<file path="config.mk">
export PLATFORM = sky130hd
export DESIGN_NAME = rmii_rx_fifo_flat
export DESIGN_NICKNAME = d
export VERILOG_FILES = /design/src/rtl/rmii_rx_fifo_if.sv /design/src/rtl/rmii_rx_fifo.sv /design/src/flat_wrapper.sv
export SDC_FILE = /design/constraint.sdc
export NUM_CORES = 1
export LEC_CHECK = 0
export BUFFER_PORTS_ARGS = -buffer_cell sky130_fd_sc_hd__buf_2
export CORE_ASPECT_RATIO = 0.5
export CORE_MARGIN = 4
export CORE_UTILIZATION = 40
export CTS_BUF_LIST = sky130_fd_sc_hd__clkbuf_8
export DETAILED_ROUTE_END_ITERATION = 8
export PLACE_DENSITY = 0.64
export SKIP_LAST_GASP = 1
export SYNTH_ARGS = -nofsm -noshare
export SYNTH_HDL_FRONTEND = slang
export SYNTH_SLANG_ARGS = --single-unit
export TNS_END_PERCENT = 10
</file>
<file path="constraint.sdc">
create_clock -name clk_25_mhz -period 7.9 [get_ports clk_25_mhz]
set_clock_uncertainty 0.2 [all_clocks]
set_input_delay 1.185 -clock clk_25_mhz [delete_from_list [all_inputs] [get_ports clk_25_mhz]]
set_output_delay 1.185 -clock clk_25_mhz [all_outputs]
set_load 0.02 [all_outputs]
</file>
<file path="src/rtl/rmii_rx_fifo_if.sv">
// Read side of the RMII receive FIFO: show-ahead head entry plus its pop handshake.
// The head entry is presented while rd_valid=1 and is popped on any rising clock
// edge where rd_valid && rd_ready; rd_ready may be held high while rd_valid=0.
interface rmii_rx_fifo_if #(
    parameter int WORD_W = 32
) ();
    localparam int BW = $clog2(WORD_W / 8 + 1);

    logic [WORD_W-1:0] rd_data;
    logic [BW-1:0]     rd_bytes;
    logic              rd_last;
    logic              rd_err;
    logic              rd_valid;
    logic              rd_ready;

    modport master (
        output rd_data,
        output rd_bytes,
        output rd_last,
        output rd_err,
        output rd_valid,
        input  rd_ready
    );

    modport slave (
        input  rd_data,
        input  rd_bytes,
        input  rd_last,
        input  rd_err,
        input  rd_valid,
        output rd_ready
    );
endinterface

</file>
<file path="src/rtl/rmii_rx_fifo.sv">
// RMII receive path: optional preamble/SFD hunt, dibit-to-word deserialiser and a
// show-ahead word FIFO tagged with frame-end/byte-count/error information.
module rmii_rx_fifo #(
    parameter int WORD_W = 32,
    parameter int DEPTH  = 8,
    parameter bit SFD_EN = 1'b1
) (
    input  logic                       clk_25_mhz,
    input  logic                       rst_n,
    input  logic [1:0]                 rx_d,
    input  logic                       crs_dv,
    input  logic                       rx_er,
    rmii_rx_fifo_if.master             rd,
    output logic [$clog2(DEPTH+1)-1:0] fifo_level,
    output logic                       overflow,
    input  logic                       ovf_clr,
    output logic [15:0]                frame_cnt,
    output logic [1:0]                 dbg_state,
    output logic                       dbg_pending_term
);
    localparam int HALF = WORD_W / 2;
    localparam int CW   = $clog2(HALF);
    localparam int BW   = $clog2(WORD_W / 8 + 1);
    localparam int AW   = $clog2(DEPTH);
    localparam int LW   = $clog2(DEPTH + 1);

    localparam logic [CW-1:0] CNT_LAST   = CW'(HALF - 1);
    localparam logic [BW-1:0] FULL_BYTES = BW'(WORD_W / 8);
    localparam logic [LW-1:0] DEPTH_L    = LW'(DEPTH);

    typedef enum logic [1:0] {
        IDLE     = 2'd0,
        PREAMBLE = 2'd1,
        DATA     = 2'd2,
        DROP     = 2'd3
    } state_t;

    state_t state_q, state_d;

    logic [WORD_W-1:0] sr;
    logic [CW-1:0]     cnt;
    logic [1:0]        pre_cnt;
    logic              frame_err;
    logic              in_frame;
    logic              pending_term;
    logic              crs_dv_q;

    logic [WORD_W-1:0] mem_data  [DEPTH];
    logic [BW-1:0]     mem_bytes [DEPTH];
    logic              mem_last  [DEPTH];
    logic              mem_err   [DEPTH];
    logic [AW-1:0]     wr_ptr, rd_ptr;
    logic [LW-1:0]     level;

    logic              valid;
    logic              pop;
    logic              frame_start;
    logic              capture;
    logic              word_done;
    logic              term_now;
    logic              push_req;
    logic [WORD_W-1:0] push_data;
    logic [BW-1:0]     push_bytes;
    logic              push_last;
    logic              push_err;
    logic              accept;
    logic              reject;
    logic              start_drop;
    logic              set_pending;
    logic              ovf_set;

    assign valid       = (level != '0);
    assign pop         = valid && rd.rd_ready;
    // A frame only starts on a genuine crs_dv rising edge; crs_dv_q resets high.
    assign frame_start = crs_dv && !crs_dv_q;

    always_comb begin
        state_d     = state_q;
        capture     = 1'b0;
        word_done   = 1'b0;
        term_now    = 1'b0;
        push_req    = 1'b0;
        push_data   = '0;
        push_bytes  = '0;
        push_last   = 1'b0;
        push_err    = 1'b0;
        start_drop  = 1'b0;
        set_pending = 1'b0;
        accept      = 1'b0;
        reject      = 1'b0;

        if (pending_term) begin
            push_req  = 1'b1;
            push_last = 1'b1;
            push_err  = 1'b1;
        end

        case (state_q)
            IDLE: begin
                if (frame_start) begin
                    if (pending_term) begin
                        state_d    = DROP;
                        start_drop = 1'b1;
                    end else if (SFD_EN) begin
                        state_d = PREAMBLE;
                    end else begin
                        state_d = DATA;
                        capture = 1'b1;
                    end
                end
            end
            PREAMBLE: begin
                if (!crs_dv) begin
                    state_d = IDLE;
                end else if (rx_d == 2'b11 && pre_cnt == 2'd3) begin
                    state_d = DATA;
                end else if (rx_d != 2'b01 && rx_d != 2'b00) begin
                    state_d = DROP;
                end
            end
            DATA: begin
                if (!crs_dv) begin
                    state_d    = IDLE;
                    term_now   = 1'b1;
                    push_req   = 1'b1;
                    push_data  = sr;
                    push_bytes = BW'(cnt >> 2);
                    push_last  = 1'b1;
                    push_err   = frame_err || (cnt[1:0] != 2'b00);
                end else begin
                    capture = 1'b1;
                end
            end
            DROP: begin
                if (!crs_dv) begin
                    state_d     = IDLE;
                    set_pending = in_frame;
                end
            end
            default: state_d = IDLE;
        endcase

        if (capture && cnt == CNT_LAST) begin
            word_done  = 1'b1;
            push_req   = 1'b1;
            push_data  = {sr[WORD_W-3:0], rx_d};
            push_bytes = FULL_BYTES;
            push_last  = 1'b0;
            push_err   = 1'b0;
        end

        // A pop in the same cycle frees the slot being written.
        accept = push_req && ((level < DEPTH_L) || pop);
        reject = push_req && !accept;

        if (word_done && reject) state_d = DROP;
        if (term_now && reject) set_pending = 1'b1;
    end

    // A deferred terminator waiting for space is not a dropped push.
    assign ovf_set = (reject && !pending_term) || start_drop;

    always_ff @(posedge clk_25_mhz or negedge rst_n) begin
        if (!rst_n) begin
            state_q      <= IDLE;
            crs_dv_q     <= 1'b1;
            pre_cnt      <= 2'd0;
            sr           <= '0;
            cnt          <= '0;
            frame_err    <= 1'b0;
            in_frame     <= 1'b0;
            pending_term <= 1'b0;
            overflow     <= 1'b0;
            frame_cnt    <= 16'd0;
        end else begin
            state_q  <= state_d;
            crs_dv_q <= crs_dv;

            if (state_q == PREAMBLE && crs_dv && rx_d == 2'b01 && pre_cnt != 2'd3)
                pre_cnt <= pre_cnt + 2'd1;
            else if (state_q != PREAMBLE)
                pre_cnt <= 2'd0;

            if (capture && !word_done) begin
                sr  <= {sr[WORD_W-3:0], rx_d};
                cnt <= cnt + CW'(1);
            end else begin
                sr  <= '0;
                cnt <= '0;
            end

            if (state_q != DATA)
                frame_err <= capture && rx_er;
            else
                frame_err <= frame_err || (capture && rx_er) || (word_done && reject);

            if (state_d == DATA)
                in_frame <= 1'b1;
            else if (state_d == IDLE)
                in_frame <= 1'b0;

            if (set_pending)
                pending_term <= 1'b1;
            else if (pending_term && accept)
                pending_term <= 1'b0;

            if (ovf_set)
                overflow <= 1'b1;
            else if (ovf_clr)
                overflow <= 1'b0;

            if (accept && push_last)
                frame_cnt <= frame_cnt + 16'd1;
        end
    end

    always_ff @(posedge clk_25_mhz or negedge rst_n) begin
        if (!rst_n) begin
            wr_ptr <= '0;
            rd_ptr <= '0;
            level  <= '0;
        end else begin
            if (accept) wr_ptr <= wr_ptr + AW'(1);
            if (pop)    rd_ptr <= rd_ptr + AW'(1);
            case ({accept, pop})
                2'b10:   level <= level + LW'(1);
                2'b01:   level <= level - LW'(1);
                default: level <= level;
            endcase
        end
    end

    always_ff @(posedge clk_25_mhz) begin
        if (accept) begin
            mem_data[wr_ptr]  <= push_data;
            mem_bytes[wr_ptr] <= push_bytes;
            mem_last[wr_ptr]  <= push_last;
            mem_err[wr_ptr]   <= push_err;
        end
    end

    assign rd.rd_valid = valid;
    assign rd.rd_data  = valid ? mem_data[rd_ptr]  : '0;
    assign rd.rd_bytes = valid ? mem_bytes[rd_ptr] : '0;
    assign rd.rd_last  = valid ? mem_last[rd_ptr]  : 1'b0;
    assign rd.rd_err   = valid ? mem_err[rd_ptr]   : 1'b0;

    assign fifo_level       = level;
    assign dbg_state        = state_q;
    assign dbg_pending_term = pending_term;
endmodule

</file>
<file path="src/flat_wrapper.sv">
// flat-port wrapper written by rule: the top's interface ports become plain ports
module rmii_rx_fifo_flat 
#(
    parameter int WORD_W = 32,
    parameter int DEPTH  = 8,
    parameter bit SFD_EN = 1'b1
)
  (clk_25_mhz, rst_n, rx_d, crs_dv, rx_er, fifo_level, overflow, ovf_clr, frame_cnt, dbg_state, dbg_pending_term, rd_rd_data, rd_rd_bytes, rd_rd_last, rd_rd_err, rd_rd_valid, rd_rd_ready);
  rmii_rx_fifo_if #(.WORD_W(WORD_W)) rd_i ();
  input  logic clk_25_mhz;
  input  logic rst_n;
  input  logic [1:0] rx_d;
  input  logic crs_dv;
  input  logic rx_er;
  output logic [$clog2(DEPTH+1)-1:0] fifo_level;
  output logic overflow;
  input  logic ovf_clr;
  output logic [15:0] frame_cnt;
  output logic [1:0] dbg_state;
  output logic dbg_pending_term;
  output wire logic [$bits(rd_i.rd_data)-1:0] rd_rd_data;
  output wire logic [$bits(rd_i.rd_bytes)-1:0] rd_rd_bytes;
  output wire logic [$bits(rd_i.rd_last)-1:0] rd_rd_last;
  output wire logic [$bits(rd_i.rd_err)-1:0] rd_rd_err;
  output wire logic [$bits(rd_i.rd_valid)-1:0] rd_rd_valid;
  input wire logic [$bits(rd_i.rd_ready)-1:0] rd_rd_ready;
  assign rd_rd_data = rd_i.rd_data;
  assign rd_rd_bytes = rd_i.rd_bytes;
  assign rd_rd_last = rd_i.rd_last;
  assign rd_rd_err = rd_i.rd_err;
  assign rd_rd_valid = rd_i.rd_valid;
  assign rd_i.rd_ready = rd_rd_ready;
  rmii_rx_fifo #(.WORD_W(WORD_W), .DEPTH(DEPTH), .SFD_EN(SFD_EN)) u_core (.clk_25_mhz(clk_25_mhz), .rst_n(rst_n), .rx_d(rx_d), .crs_dv(crs_dv), .rx_er(rx_er), .rd(rd_i), .fifo_level(fifo_level), .overflow(overflow), .ovf_clr(ovf_clr), .frame_cnt(frame_cnt), .dbg_state(dbg_state), .dbg_pending_term(dbg_pending_term));
endmodule
</file>
==> flow_summary_export.csv <==
group,metric,value,unit
critical_path,path_class,"flip-flop to output port",
synth,synthesis.nets,780,
detailed_routing,routed-via-count,7139,
clock_network,clockRootBuffer,"clkbuf_8",
critical_path,rrSetupSlack,3970,ps
clock_network,htreeDepth,2,
die,die_x,277,um
die,row_count,48,
critical_path,cp-start-kind,"flip-flop",
detailed_routing,dr.pass1.iters,4,
critical_path,slowest_stage,"dfrtp_4",
finish,post-route-cell-area,16400,um2
critical_path,r2r-start,"u_core.dbg_state[0]$_DFF_PN0_",
critical_path,reg2reg_depth,6,
place,gp_congestion,0.740,
clock_network,cts_buffers,52,
timing,finalCritPeriodShare,61.3,%
finish,final_util,46.8,%
global_routing,grt_max_degree,72,
detailed_routing,routed_wl,28300,um
critical_path,crit_cells,5,
detailed_routing,postRouteAntennaNets,0,
critical_path,setup.worst_path.end,"rd_rd_bytes[2]",
clock_network,cts_hold_buf,0,
finish,seq_area,10700,um2
critical_path,crit_chain,"buf_4 > mux4_2 > mux2i_1 > nor2_1 > buf_2",
clock_network,cts_buffer_depth,3,
clock_network,clock_sinks,367,
die,core,35100,um2
run,maxCapViolCount,0,
finish,drive_above_1_share,26.8,%
global_routing,gr-usage-all-layers,14.7,%
timing,setup_tns,0,ps
synth,yosysWarnings,0,
critical_path,cp.arrival,3460,ps
synth,synthArstFlopShare,19.3,%
synth,synth_area_leaders,"edfxtp_1, dfrtp_1, mux4_2, mux2i_1, a22o_1",
timing,layout_min_cycle_time,4850,ps
critical_path,path_buf_inv,2,
finish,multiInputGateArea,3700,um2
clock_network,clk_latency,600,ps
synth,synthCells,763,
global_routing,grt_pass1_wl,44800,um
timing,tightest_slew,1230,ps
finish,syn_to_final_growth,13.3,%
synth,synth_commonest_cells,"edfxtp_1, mux4_2, dfrtp_1",
critical_path,crit_path_start,"u_core.rd_ptr[0]$_DFFE_PN0P_",
clock_network,ctsResizeCount,0,
global_routing,grt_pass1_vias,7744,
outcome,status,"finished, final reports clean",
timing,clock.fmax,206,MHz
critical_path,worstReg2RegEnd,"u_core.mem_data[3][26]$_DFFE_PP_",
power_and_ir_drop,vdd_drop_max,0.000179,V
synth,synth_edf_count,296,
power_and_ir_drop,power,0.00488,W
die,initial_core_util,41.3,%
timing,setup_viol,0,
global_routing,antenna_found_initial,0,
die,die_h,143,um
place,dpl.hpwl,15600,um
synth,yosysTopAreaCellShare,61.3,%
synth,yosys.area.top_type,"edfxtp_1",
detailed_routing,drt-initial-drc-count,441,
synth,ys_ff_latch,367,
power_and_ir_drop,cellLeakagePower,5.80,nW
critical_path,crit_family,"flip-flops",
die,dieArea,39500,um2
global_routing,grt.overflow.total,0,
finish,diodes,0,
finish,fill_cells,2967,
clock_network,cts_tree,"built",
power_and_ir_drop,power_density,297,nW/um2
synth,ys.flop_type,"edfxtp_1",
critical_path,crit_required,6510,ps
worst_hold_path,hold_path.class,"flip-flop to flip-flop",
timing,hold_slack,263,ps
synth,syn_area,14500,um2
place,placed_cell_area,15500,um2
synth,avgSynthCellArea,19.0,um2
clock_network,cts_setup_buffers,0,
finish,nets,879,
detailed_routing,routedWlPerCell,20.5,um
timing,slew_viol_final,0,
clock_network,path_clk_slew,60,ps
die,io-pin-count,70,
synth,yosysSeqAreaShare,73.6,%
critical_path,path_max_fanout,43,
timing,hold_violations,0,
detailed_routing,route.detailed.drc,0,
timing,relSlewSlack,17.7,%
synth,synth_cell_types,48,
synth,synth.most_common_cell,"edfxtp_1",
place,portBuffers,69,
timing,rsz0062_at_grt,"false",
detailed_routing,avgViaCountPerCell,5.17,
critical_path,critical_path.max_stage_delay,1010,ps
critical_path,endpoint_kind,"output port",
==> cell type report <==
| class | instances | share of cell area, % |
|---|---|---|
| Multi-Input combinational cell | 349 | 22.5 |
| Timing Repair Buffer | 83 | 2.76 |
| Sequential cell | 367 | 65.0 |
| Clock buffer | 58 | 4.86 |
| Inverter | 9 | 0.206 |
| Clock inverter | 40 | 1.04 |
| Tap cell | 475 | 3.62 |
==> layout by cell type, fill, tap and decap left out, types with 15 or more instances in the layout <==
master / n
edfxtp_1: 296
mux4_2: 74
buf_2: 68
dfrtp_1: 67
clkbuf_8: 58
nor2_1: 45
and2_1: 38
mux2i_1: 38
inv_1: 34
a22o_1: 32
xor2_1: 19
buf_4: 15
==> logic make-up after synthesis <==
kind of cell / share of synthesized area (%)
xor+xnor: 1.69
simple gates: 5.14
flops: 73.6
fa+ha+maj: 0.777
compound gates: 2.93
mux: 14.5
buf+inv: 1.34
==> worst min path at each step <==
stage,startpoint,endpoint,depth (start not counted)
after floorplan,u_core.sr[8]$_DFF_PN0_,u_core.sr[10]$_DFF_PN0_,1
after global placement,u_core.frame_cnt[15]$_DFFE_PN0P_,u_core.frame_cnt[15]$_DFFE_PN0P_,1
after detailed placement,u_core.rd_ptr[2]$_DFFE_PN0P_,u_core.rd_ptr[2]$_DFFE_PN0P_,1
after CTS,u_core.rd_ptr[2]$_DFFE_PN0P_,u_core.rd_ptr[2]$_DFFE_PN0P_,1
after global routing,u_core.frame_cnt[15]$_DFFE_PN0P_,u_core.frame_cnt[15]$_DFFE_PN0P_,1
final,u_core.frame_cnt[15]$_DFFE_PN0P_,u_core.frame_cnt[15]$_DFFE_PN0P_,1
==> worst reg2reg max path: cells and delay by family, from the launching register on <==
family | cells | cell delay [ps]
buffers and inverters | 2 | 1040
AO/OA/AOI/OAI | 1 | 470
AND/OR/NAND/NOR | 3 | 1360
flip-flops | 1 | 520
==> power breakdown <==
group	leakage, nW	switching, W	internal, W
sequential	3.52	0.000172	0.00214
clock	0.590	0.000694	0.000675
combinational	1.69	0.000670	0.000530
==> flip-flops by register name, summed over array words and instances (netlist names), 2 cells and up <==
signal,count
u_core.mem_data,256
u_core.sr,32
u_core.mem_bytes,24
u_core.frame_cnt,16
u_core.mem_err,8
u_core.mem_last,8
u_core.cnt,4
u_core.fifo_level,4
u_core.rd_ptr,3
u_core.wr_ptr,3
u_core.dbg_state,2
u_core.pre_cnt,2
==> routing by layer <==
metal | GRT usage [%] | wire, um | vias to the layer above
met1 | 20.4 | 13300 | 3725
met2 | 24.2 | 13500 | 144
li1 | - | - | 3231
met3 | 2.84 | 1150 | 39
met4 | 3.72 | 433 | 0
met5 | 0 | 0 | -
==> through the flow <==
step	instances	setup slack, ps
2_1_floorplan	763	2670
3_3_place_gp	1283	3270
3_5_place_dp	1283	3110
4_1_cts	1381	2900
5_1_grt	1381	2730
6_report	1381	3050
Note: power is estimated with default switching activity, not from simulation.
